**src/rtl/conv_pkg.sv**
```systemverilog
// conv_pkg: shared constants and types for the K=3 rate-1/2 convolutional code
// Contents: constraint length K, generator polynomials G0/G1, symbol width SYM_W,
// and the transmit FSM state type tx_state_t.
package conv_pkg;
  localparam int K = 3;
  localparam logic [K-1:0] G0 = 3'b111;
  localparam logic [K-1:0] G1 = 3'b101;
  localparam int SYM_W = 2;
  typedef enum logic [1:0] {IDLE, DATA, TAIL} tx_state_t;
endpackage

```
**src/rtl/conv_enc_core.sv**
```systemverilog
// conv_enc_core: combinational one-bit step of the K=3 rate-1/2 convolutional encoder
// Ports:
//   u        in   1      input bit
//   st       in   K-1    encoder state {u[n-1], u[n-2]}
//   sym      out  SYM_W  code symbol {c0, c1}
//   st_next  out  K-1    state after shifting u in
module conv_enc_core
  import conv_pkg::*;
(
  input  logic             u,
  input  logic [K-2:0]     st,
  output logic [SYM_W-1:0] sym,
  output logic [K-2:0]     st_next
);
  logic [K-1:0] w;
  assign w       = {u, st};
  assign sym     = {^(w & G0), ^(w & G1)};
  assign st_next = w[K-1:1];
endmodule

```
**src/rtl/conv_encoder_tx.sv**
```systemverilog
// conv_encoder_tx: rate-1/2 K=3 convolutional encoder, message in, registered code symbols out
// Optional feature macro: TAIL_FLUSH_EN (append K-1 zero tail bits per frame)
// Ports:
//   clk          in   1          rising-edge clock
//   reset_n      in   1          asynchronous active-low reset
//   msg          in   FRAME_LEN  message word, MSB encoded first
//   msg_valid    in   1          msg is valid
//   msg_ready    out  1          message accepted this cycle when valid
//   sym          out  DATA_W     code symbol {c0,c1}
//   sym_valid    out  1          sym is valid
//   sym_ready    in   1          downstream accepts sym
//   sym_first    out  1          first symbol of the frame
//   sym_last     out  1          last symbol of the frame
//   start_state  out  2          encoder state captured at frame start
module conv_encoder_tx
  import conv_pkg::*;
#(
  parameter int FRAME_LEN = 3,
  parameter int DATA_W    = SYM_W
)
(
  input  logic                 clk,
  input  logic                 reset_n,
  input  logic [FRAME_LEN-1:0] msg,
  input  logic                 msg_valid,
  output logic                 msg_ready,
  output logic [DATA_W-1:0]    sym,
  output logic                 sym_valid,
  input  logic                 sym_ready,
  output logic                 sym_first,
  output logic                 sym_last,
  output logic [1:0]           start_state
);
`ifdef TAIL_FLUSH_EN
  localparam int NTAIL = K - 1;
`else
  localparam int NTAIL = 0;
`endif
  localparam int NSYM = FRAME_LEN + NTAIL;
  localparam int CW = $clog2(FRAME_LEN + 2) + 1;
  localparam logic [CW-1:0] LAST_IDX = CW'(NSYM - 1);
  localparam logic [CW-1:0] DATA_LEN = CW'(FRAME_LEN);
  tx_state_t            state;
  logic [FRAME_LEN-1:0] sr;
  logic [CW-1:0]        cnt;
  logic [K-2:0]         st;
  logic [K-2:0]         st_n;
  logic [SYM_W-1:0]     sym_n;
  logic                 accept;
  logic                 adv;
  logic                 done;
  logic                 tail_bit;
  logic                 u;
  logic [CW-1:0]        nidx;
  // cnt is the index of the symbol currently held in the output register
  assign accept   = (state == IDLE) && msg_valid && msg_ready;
  assign adv      = (state != IDLE) && sym_valid && sym_ready;
  assign done     = adv && (cnt == LAST_IDX);
  assign nidx     = cnt + 1'b1;
  assign tail_bit = nidx >= DATA_LEN;
  assign u        = accept ? msg[FRAME_LEN-1] : (tail_bit ? 1'b0 : sr[FRAME_LEN-1]);
  conv_enc_core u_core (
    .u       (u),
    .st      (st),
    .sym     (sym_n),
    .st_next (st_n)
  );
  always_ff @(posedge clk or negedge reset_n) begin
    if (!reset_n) begin
      state       <= IDLE;
      sr          <= '0;
      cnt         <= '0;
      st          <= '0;
      msg_ready   <= 1'b0;
      sym         <= '0;
      sym_valid   <= 1'b0;
      sym_first   <= 1'b0;
      sym_last    <= 1'b0;
      start_state <= '0;
    end else begin
      msg_ready <= ((state == IDLE) && !accept) || done;
      if (accept) begin
        sr          <= msg << 1;
        start_state <= st;
        st          <= st_n;
        cnt         <= '0;
        sym         <= DATA_W'(sym_n);
        sym_valid   <= 1'b1;
        sym_first   <= 1'b1;
        sym_last    <= (NSYM == 1);
        state       <= DATA;
      end else if (done) begin
        sym_valid <= 1'b0;
        sym_first <= 1'b0;
        sym_last  <= 1'b0;
        state     <= IDLE;
      end else if (adv) begin
        sr        <= sr << 1;
        st        <= st_n;
        cnt       <= nidx;
        sym       <= DATA_W'(sym_n);
        sym_first <= 1'b0;
        sym_last  <= (nidx == LAST_IDX);
        state     <= tail_bit ? TAIL : DATA;
      end
    end
  end
endmodule

```
**config.mk**
```make
export PLATFORM = sky130hd
export DESIGN_NAME = conv_encoder_tx
export DESIGN_NICKNAME = d
export VERILOG_FILES = /design/src/rtl/conv_pkg.sv /design/src/rtl/conv_enc_core.sv /design/src/rtl/conv_encoder_tx.sv
export SDC_FILE = /design/constraint.sdc
export NUM_CORES = 1
export LEC_CHECK = 0
export CAP_MARGIN = 10
export CORE_AREA = 3 3 48 50
export DETAILED_ROUTE_END_ITERATION = 10
export DIE_AREA = 0 0 51 53
export PLACE_DENSITY = 0.75
export RECOVER_POWER = 100
export SLEW_MARGIN = 20
export SYNTH_ARGS = -nofsm -noshare
export SYNTH_HDL_FRONTEND = slang
export SYNTH_SLANG_ARGS = --single-unit
```
**constraint.sdc**
```tcl
create_clock -name clk -period 2 [get_ports clk]
set_input_delay 0.6 -clock clk [delete_from_list [all_inputs] [get_ports clk]]
set_output_delay 0.6 -clock clk [all_outputs]
set_load 0.01 [all_outputs]
```
==> results of run 1 <==
-- cells by family (layout without fill, tap and decap cells) --
| kind of cell | count (synthesis) | after routing | share of synthesized area (%) |
|---|---|---|---|
| xor gates and xnor gates | 1 | 1 | 0.919 |
| AOI/OAI and AO/OA | 24 | 24 | 21.9 |
| buffers and inverters | 4 | 31 | 2.36 |
| muxes | 4 | 4 | 4.72 |
| DFF | 18 | 18 | 47.2 |
| and+or+nand+nor | 34 | 34 | 17.6 |
| adders and majority gates | 4 | 4 | 5.25 |
-- flip-flops by register name (all words and copies together) (netlist names) --
signal,cells
state,2
sym_last,1
msg_ready,1
st,2
sym_valid,1
sym,2
cnt,4
start_state,2
sym_first,1
sr,2
-- stage by stage --
| step | cell area [sq um] | util, % | instances | hold WS, ns |
|---|---|---|---|---|
| after CTS | 1230 | 63.2 | 143 | 0.495 |
| final | 1210 | 62.2 | 143 | 0.489 |
| after floorplan | 953 | - | 89 | 0.304 |
| after global routing | 1210 | 62.2 | 143 | 0.526 |
| after global placement | 1190 | 61.3 | 139 | 0.467 |
| after detailed placement | 1190 | 61.3 | 139 | 0.470 |
-- power breakdown --
group / leakage, nW / switching (W) / internal [W]
Clock: 0.0210 / 0.000112 / 0.000111
Sequential: 0.229 / 0.000131 / 0.000518
Combinational: 0.301 / 0.000453 / 0.000450
-- area by class of cell --
cell class              instances  area, sq um  area share, %
flip-flops and latches         18          450           37.3
well taps                      27         33.8           2.80
repair buffers                 24          200           16.6
multi-input cells              67          475           39.4
clock buffers                   4         36.3           3.01
inverters                       3         11.3          0.933
-- metal layers --
layer / share of wire [%] / wire, um / track usage [%]
met2: 52 / 970 / 28.3
met3: 4.2 / 79 / 3.66
met4: 0.53 / 10 / 7.62
met5: 0 / 0 / 0
met1: 43 / 816 / 20.7
-- cells in the mapped netlist (all sizes together) (2+ instances only) --
master	n
a211oi	3
a21o	3
a21oi	3
a221o	2
and2	2
dfrtp	18
ha	4
inv	3
mux2	4
nand2	12
nand3	3
nand3b	2
nor2	10
o21ai	4
-- worst max-delay path by stage --
stage                          startpoint                 end  slack, ns  cells after the start
finish              sym_valid$_DFFE_PN0P_           sym_valid       0.09                      1
global route                    sym_ready  sym[1]$_DFFE_PN0P_       0.03                      6
CTS                             msg_valid  sym[0]$_DFFE_PN0P_       0.11                      5
detailed placement              msg_valid  sym[0]$_DFFE_PN0P_      -0.21                      5
global placement                msg_valid  sym[0]$_DFFE_PN0P_      -0.19                      5
floorplan              cnt[0]$_DFFE_PN0P_   st[1]$_DFFE_PN0P_       0.22                      6
==> results.tsv, run 1 <==
metric	value	unit
antenna_cells	0	
grt_overflow_total	0	
dp.final_hpwl	1470	um
tightest_slew	0.998	ns
yosysSeqAreaShare	47.2	%
period_share	95.7	%
synth_top_area_share	47.2	%
clk_path_buf_depth	2	
numCtsBuffers	3	
fmax	0.522	GHz
dieArea	2700	sq um
cp.arrival	1.31	ns
drive_gt1_share	19.8	%
drt-vias-per-instance	5.45	
clk_pin_slew_worst_paths	0.10	ns
whs_endpoint	sr[2]$_DFFE_PN0P_	
nFillCells	178	
cts_tree	yes	
yosys-top-cells-area	dfrtp_1 (47%), ha_1 (5.2%), mux2_2 (4.7%), nand2_1 (4.3%), a211oi_2 (3.9%)	
rr_worst_depth	6	
crit_path_end_kind	output port	
postSynthAreaPerCell	10.7	sq um
pre_cts_slack	-0.207	ns
synthArstFlopShare	100	%
skew	0.00165	ns
rsz0062_at_grt	false	
wirelength	1880	um
crit_fanout	4	
synth_fp_nets	100	
max_stage_delay	0.61	ns
syn_area	953	sq um
wire_per_inst	13.1	um
tns	0	ns
fin_crit	1.91	ns
postCtsSetupRepairBufs	0	
portBuffers	14	
mostFrequentLayoutCell	dfrtp_1	
outcome	finished, final reports clean	
grt_antenna_before_repair	0	
slew_violations	0	
ir_worst_vdd	0.759	mV
worstSkewPairLatency	0.29	ns
cts-root-buf	clkbuf_4	
worstSetupPathType	reg2out	
gr-usage-all-layers	16.9	%
crit_chain	dlygate4sd3_1	
crit_family	buffers and inverters	
first_pass_iters	4	
cts_resized	0	
whs_path_depth	2	
detail-route-antenna-nets	0	
ys_seq_elements	18	
rr_endpoint	st[1]$_DFFE_PN0P_	
final-hold-violation-count	0	
grt_max_degree	19	
reg2reg_from	cnt[0]$_DFFE_PN0P_	
grt_pass1_vias	775	
finalSetupViolations	0	
clkSinkCount	18	
final_cell_mix	dfrtp_1 (18), nand2_1 (11), nor2_1 (9), dlygate4sd3_1 (9), buf_4 (6)	
core.rowCount	16	
max_slew_margin	33.5	%
maxCapViolCount	0	
gp_congestion	0.782	
h-tree-depth	1	
regToRegSetupSlack	0.20	ns
synth-warning-count	0	
synth_edf_count	0	
num_vias	780	
synth_ff_type	dfrtp_1	
critPathRequiredTime	1.40	ns
critPathSlowestCell	dlygate4sd3_1	
initial_core_util	49.1	%
die_h	53	um
core	1940	sq um
leakage	0.551	nW
die_width	51	um
hp-class	reg2reg	
drc	0	
syn_to_final_growth	26.6	%
synth_top_area_cell	dfrtp_1	
grt_pass1_wl	3440	um
total_power	0.00178	W
synth_cells	89	
min_from	sr[2]$_DFFE_PN0P_	
nets	128	
fin_ws	0.0853	ns
ys_types	34	
powerDensity	1470	nW/um^2
io_pins	15	
initialDrtViolationCount	5	
cts_hold_buf	0	
path_buf_inv	1	
cp-start-kind	flip-flop	
Note: power is estimated with default switching activity, not from simulation.
==> run 2, diff against run 1 <==
Settings changed: CORE_AREA 3 3 48 50 to 3 3 47 49, CTS_BUF_LIST from default to sky130_fd_sc_hd__clkbuf_8, DIE_AREA 0 0 51 53 to 0 0 50 52, MAX_ROUTING_LAYER from default to met4, PLACE_DENSITY 0.75 to 0.78.
==> results.tsv, run 2 (synthesized netlist as in run 1, its figures left out) <==
metric	value	unit
maxCapViolCount	0	
drive_gt1_share	23.9	%
grt_overflow_total	0	
dieArea	2600	sq um
largest-register	cnt	
p_sw	0.000735	W
swShare	39.3	%
wire_per_inst	14.4	um
initial_core_util	50.1	%
largest_reg_flops	4	
wirelength	2070	um
p_int	0.00113	W
grt_pass1_vias	875	
slew_violations	0	
crit_fanout	5	
fin_util	65.5	%
place_area	1210	sq um
critPathRequiredTime	2.12	ns
initialDrtViolationCount	9	
design_area	1240	sq um
final_cell_mix	dfrtp_1 (18), nand2_1 (11), dlygate4sd3_1 (10), buf_4 (10), nor2_1 (9)	
comb_power_share	51.2	%
drc	0	
final-hold-violation-count	0	
clkSinkCount	18	
powerDensity	1500	nW/um^2
detail-route-antenna-nets	0	
drt-vias-per-instance	5.65	
numCtsBuffers	3	
finalSetupViolations	0	
mostFrequentLayoutCell	dfrtp_1	
fin_crit	1.97	ns
skew	0.00282	ns
max_slew_margin	35.5	%
num_vias	813	
io_pins	15	
h-tree-depth	1	
core	1900	sq um
cts-root-buf	clkbuf_8	
grt_pass1_wl	3790	um
portBuffers	14	
seqPwrFrac	35.6	%
outcome	finished, final reports clean	
antenna_cells	0	
crit_path_end_kind	flip-flop	
cts_tree	yes	
die_h	52	um
grt_antenna_before_repair	0	
worstSkewPairLatency	0.25	ns
tightest_slew	0.967	ns
cp-start-kind	input pin	
cts_hold_buf	0	
ir_worst_vdd	0.817	mV
postCtsSetupRepairBufs	0	
clk_pin_slew_worst_paths	0.06	ns
regToRegSetupSlack	0.20	ns
dp.final_hpwl	1550	um
leakage	0.577	nW
syn_to_final_growth	30.6	%
worstSetupPathType	in2reg	
cp.arrival	2.09	ns
clkPwrFrac	13.2	%
grt_max_degree	19	
first_pass_iters	4	
clk_path_buf_depth	2	
nFillCells	151	
die_width	50	um
gr-usage-all-layers	19.7	%
core.rowCount	16	
gp_congestion	0.837	
nets	130	
fmax	0.509	GHz
hp-class	reg2reg	
rsz0062_at_grt	true	
period_share	98.3	%
## run 2: per-layer routing
| layer | vias to the layer above | wire length (um) | GRT usage [%] |
|---|---|---|---|
| li1 | 386 | - | - |
| met1 | 406 | 849 | 21.9 |
| met2 | 18 | 1130 | 34.3 |
| met4 | 0 | 27 | 7.83 |
| met3 | 3 | 62 | 4.30 |
| met5 | - | 0 | - |
## run 2: repair_timing
action	4_1_cts	5_1_grt
hold endpoints to repair	0	0
endpoints found under the setup margin	0	2
resized for setup	0	1
## run 2: power groups by stage
stage	Combinational, W	Sequential [W]	Clock (W)
after global placement	0.000960	0.000657	0
after floorplan	0.000535	0.000693	0
final	0.000957	0.000665	0.000246
after CTS	0.000996	0.000668	0.000253
after detailed placement	0.000991	0.000669	0
after global routing	0.00106	0.000692	0.000264
## run 2: worst max-delay path, cell delays in order
cell	delay, ns
clkdlybuf4s50_1	0.47
and4bb_2	0.29
and2b_1	0.24
a2111oi_2	0.40
a211oi_2	0.08
## run 2: path summary, 6_finish.rpt
path,start,to,depth (start not counted)
min in group asynchronous,reset_n,sym_last$_DFFE_PN0P_,2
worst max register to register,cnt[0]$_DFFE_PN0P_,sym[1]$_DFFE_PN0P_,6
worst min-delay path,sr[2]$_DFFE_PN0P_,sr[2]$_DFFE_PN0P_,2
worst max-delay path,msg_valid,sym[0]$_DFFE_PN0P_,5
max in group asynchronous,reset_n,sym[0]$_DFFE_PN0P_,2
worst min register to register,sr[2]$_DFFE_PN0P_,sr[2]$_DFFE_PN0P_,2
## run 2: final cells by class
class | instances | area, sq um | share of cell area [%]
inverters | 3 | 11.3 | 0.905
clock buffers | 3 | 41.3 | 3.32
flip-flops and latches | 18 | 450 | 36.2
well taps | 27 | 33.8 | 2.71
repair buffers | 26 | 223 | 17.9
multi-input cells | 67 | 485 | 39.0
## run 2: stage by stage
step                      hold WS, ns  instances  setup slack (ns)  setup TNS [ns]  total power [W]
final                           0.501        144            0.0334               0          0.00187
after global routing            0.534        144           -0.0182         -0.0390          0.00202
after CTS                       0.497        144            0.0325               0          0.00192
after detailed placement        0.482        141            -0.223          -0.749          0.00166
after global placement          0.469        141            -0.191          -0.618          0.00162
after floorplan                 0.304         89             0.220               0          0.00123
==> run 3, diff against run 2 <==
Settings changed: CORE_AREA 3 3 47 49 to 2 2 46 48, DIE_AREA 0 0 50 52 to 0 0 48 50.
==> results.tsv, run 3 (synthesized netlist as in run 1, its figures left out) <==
metric	value	unit
outcome	finished, final reports clean	
gr-usage-all-layers	18.7	%
hp-class	reg2reg	
wirelength	1860	um
initialDrtViolationCount	6	
grt_pass1_wl	3170	um
clk_pin_slew_worst_paths	0.07	ns
worstSkewPairLatency	0.25	ns
wire_per_inst	12.8	um
setup.worst_path.end	st[1]$_DFFE_PN0P_	
grt_use_met1	24.2	%
first_pass_iters	4	
dieArea	2400	sq um
final-hold-violation-count	0	
syn_to_final_growth	33.5	%
nFillCells	156	
detail-route-antenna-nets	0	
grt_overflow_total	0	
tns	0	ns
reg2reg_from	cnt[0]$_DFFE_PN0P_	
grt_antenna_before_repair	0	
fmax	0.505	GHz
cp-start-kind	input pin	
nets	130	
grt_max_degree	19	
skew	0.00140	ns
largest-register	cnt	
io_pins	15	
core	1900	sq um
pre_cts_slack	-0.215	ns
max_slew_margin	35.4	%
leakage	0.572	nW
crit_start	msg_valid	
finalSetupViolations	0	
use_met3	3.30	%
final_cell_mix	dfrtp_1 (18), clkdlybuf4s50_1 (12), nand2_1 (11), buf_4 (11), nor2_1 (8)	
dp.final_hpwl	1410	um
initial_core_util	50.1	%
die_h	50	um
crit_path_end_kind	flip-flop	
rr_worst_depth	6	
cp.arrival	2.12	ns
core.rowCount	16	
drive_gt1_share	26.3	%
cts_tree	yes	
period_share	99.0	%
crit_fanout	5	
drt-vias-per-instance	5.26	
fin_crit	1.98	ns
gp_congestion	0.840	
grt_pass1_vias	738	
regToRegSetupSlack	0.17	ns
postCtsSetupRepairBufs	0	
portBuffers	14	
critPathRequiredTime	2.14	ns
numCtsBuffers	3	
slew_violations	0	
cts_hold_buf	0	
h-tree-depth	1	
fin_ws	0.0191	ns
rr_endpoint	sym[0]$_DFFE_PN0P_	
rsz0062_at_grt	true	
mostFrequentLayoutCell	dfrtp_1	
num_vias	763	
largest_reg_flops	4	
drc	0	
worstSetupPathType	in2reg	
die_width	48	um
met2_usage	28.7	%
total_power	0.00196	W
busiest_layer	met2	
antenna_cells	0	
ir_worst_vdd	0.912	mV
clkSinkCount	18	
clk_path_buf_depth	2	
maxCapViolCount	0	
powerDensity	1540	nW/um^2
tightest_slew	0.969	ns
cts-root-buf	clkbuf_8	
run 3: final cells by class:
cell class	count	area [sq um]	share of cell area (%)
Clock buffer	4	55.1	4.33
Timing Repair Buffer	26	226	17.8
Multi-Input combinational cell	67	495	38.9
Tap cell	27	33.8	2.65
Inverter	3	11.3	0.885
Sequential cell	18	450	35.4
run 3: metrics by stage:
stage	util, %	area [sq um]	cells	hold slack [ns]
final	66.9	1270	145	0.486
after global routing	66.9	1270	145	0.520
after CTS	66.3	1260	145	0.492
after detailed placement	63.4	1210	141	0.475
after global placement	63.4	1210	141	0.471
after floorplan	-	953	89	0.304
run 3: worst min-delay path by stage:
stage | from | to | slack (ns) | depth (start not counted)
floorplan | reset_n | cnt[0]$_DFFE_PN0P_ | 0.30 | 0
global placement | sr[2]$_DFFE_PN0P_ | sr[2]$_DFFE_PN0P_ | 0.47 | 2
detailed placement | sr[2]$_DFFE_PN0P_ | sr[2]$_DFFE_PN0P_ | 0.47 | 2
CTS | sr[2]$_DFFE_PN0P_ | sr[2]$_DFFE_PN0P_ | 0.49 | 2
global route | sym_last$_DFFE_PN0P_ | sym_last$_DFFE_PN0P_ | 0.52 | 1
finish | sr[2]$_DFFE_PN0P_ | sr[2]$_DFFE_PN0P_ | 0.49 | 2
run 3: timing repair:
item	4_1_cts	5_1_grt
endpoints found under the hold margin	0	0
resized for setup	0	2
setup endpoints to repair	0	1
run 3: critical path, stage by stage:
cell	delay, ns
clkdlybuf4s50_1	0.47
and4bb_2	0.31
and2b_1	0.27
a21o_1	0.22
mux2_2	0.26
run 3: where the power goes:
group          internal (W)  total [W]  switching [W]
sequential         0.000520   0.000660       0.000140
combinational      0.000527    0.00101       0.000481
clock              0.000175   0.000295       0.000120
total               0.00122    0.00196       0.000741
run 3: metal layers:
metal	routed length [um]	vias to the layer above	share of wire, %
met5	0	-	0
met4	30	0	1.6
met3	53	5	2.8
met2	937	13	50
met1	842	366	45
li1	-	379	-
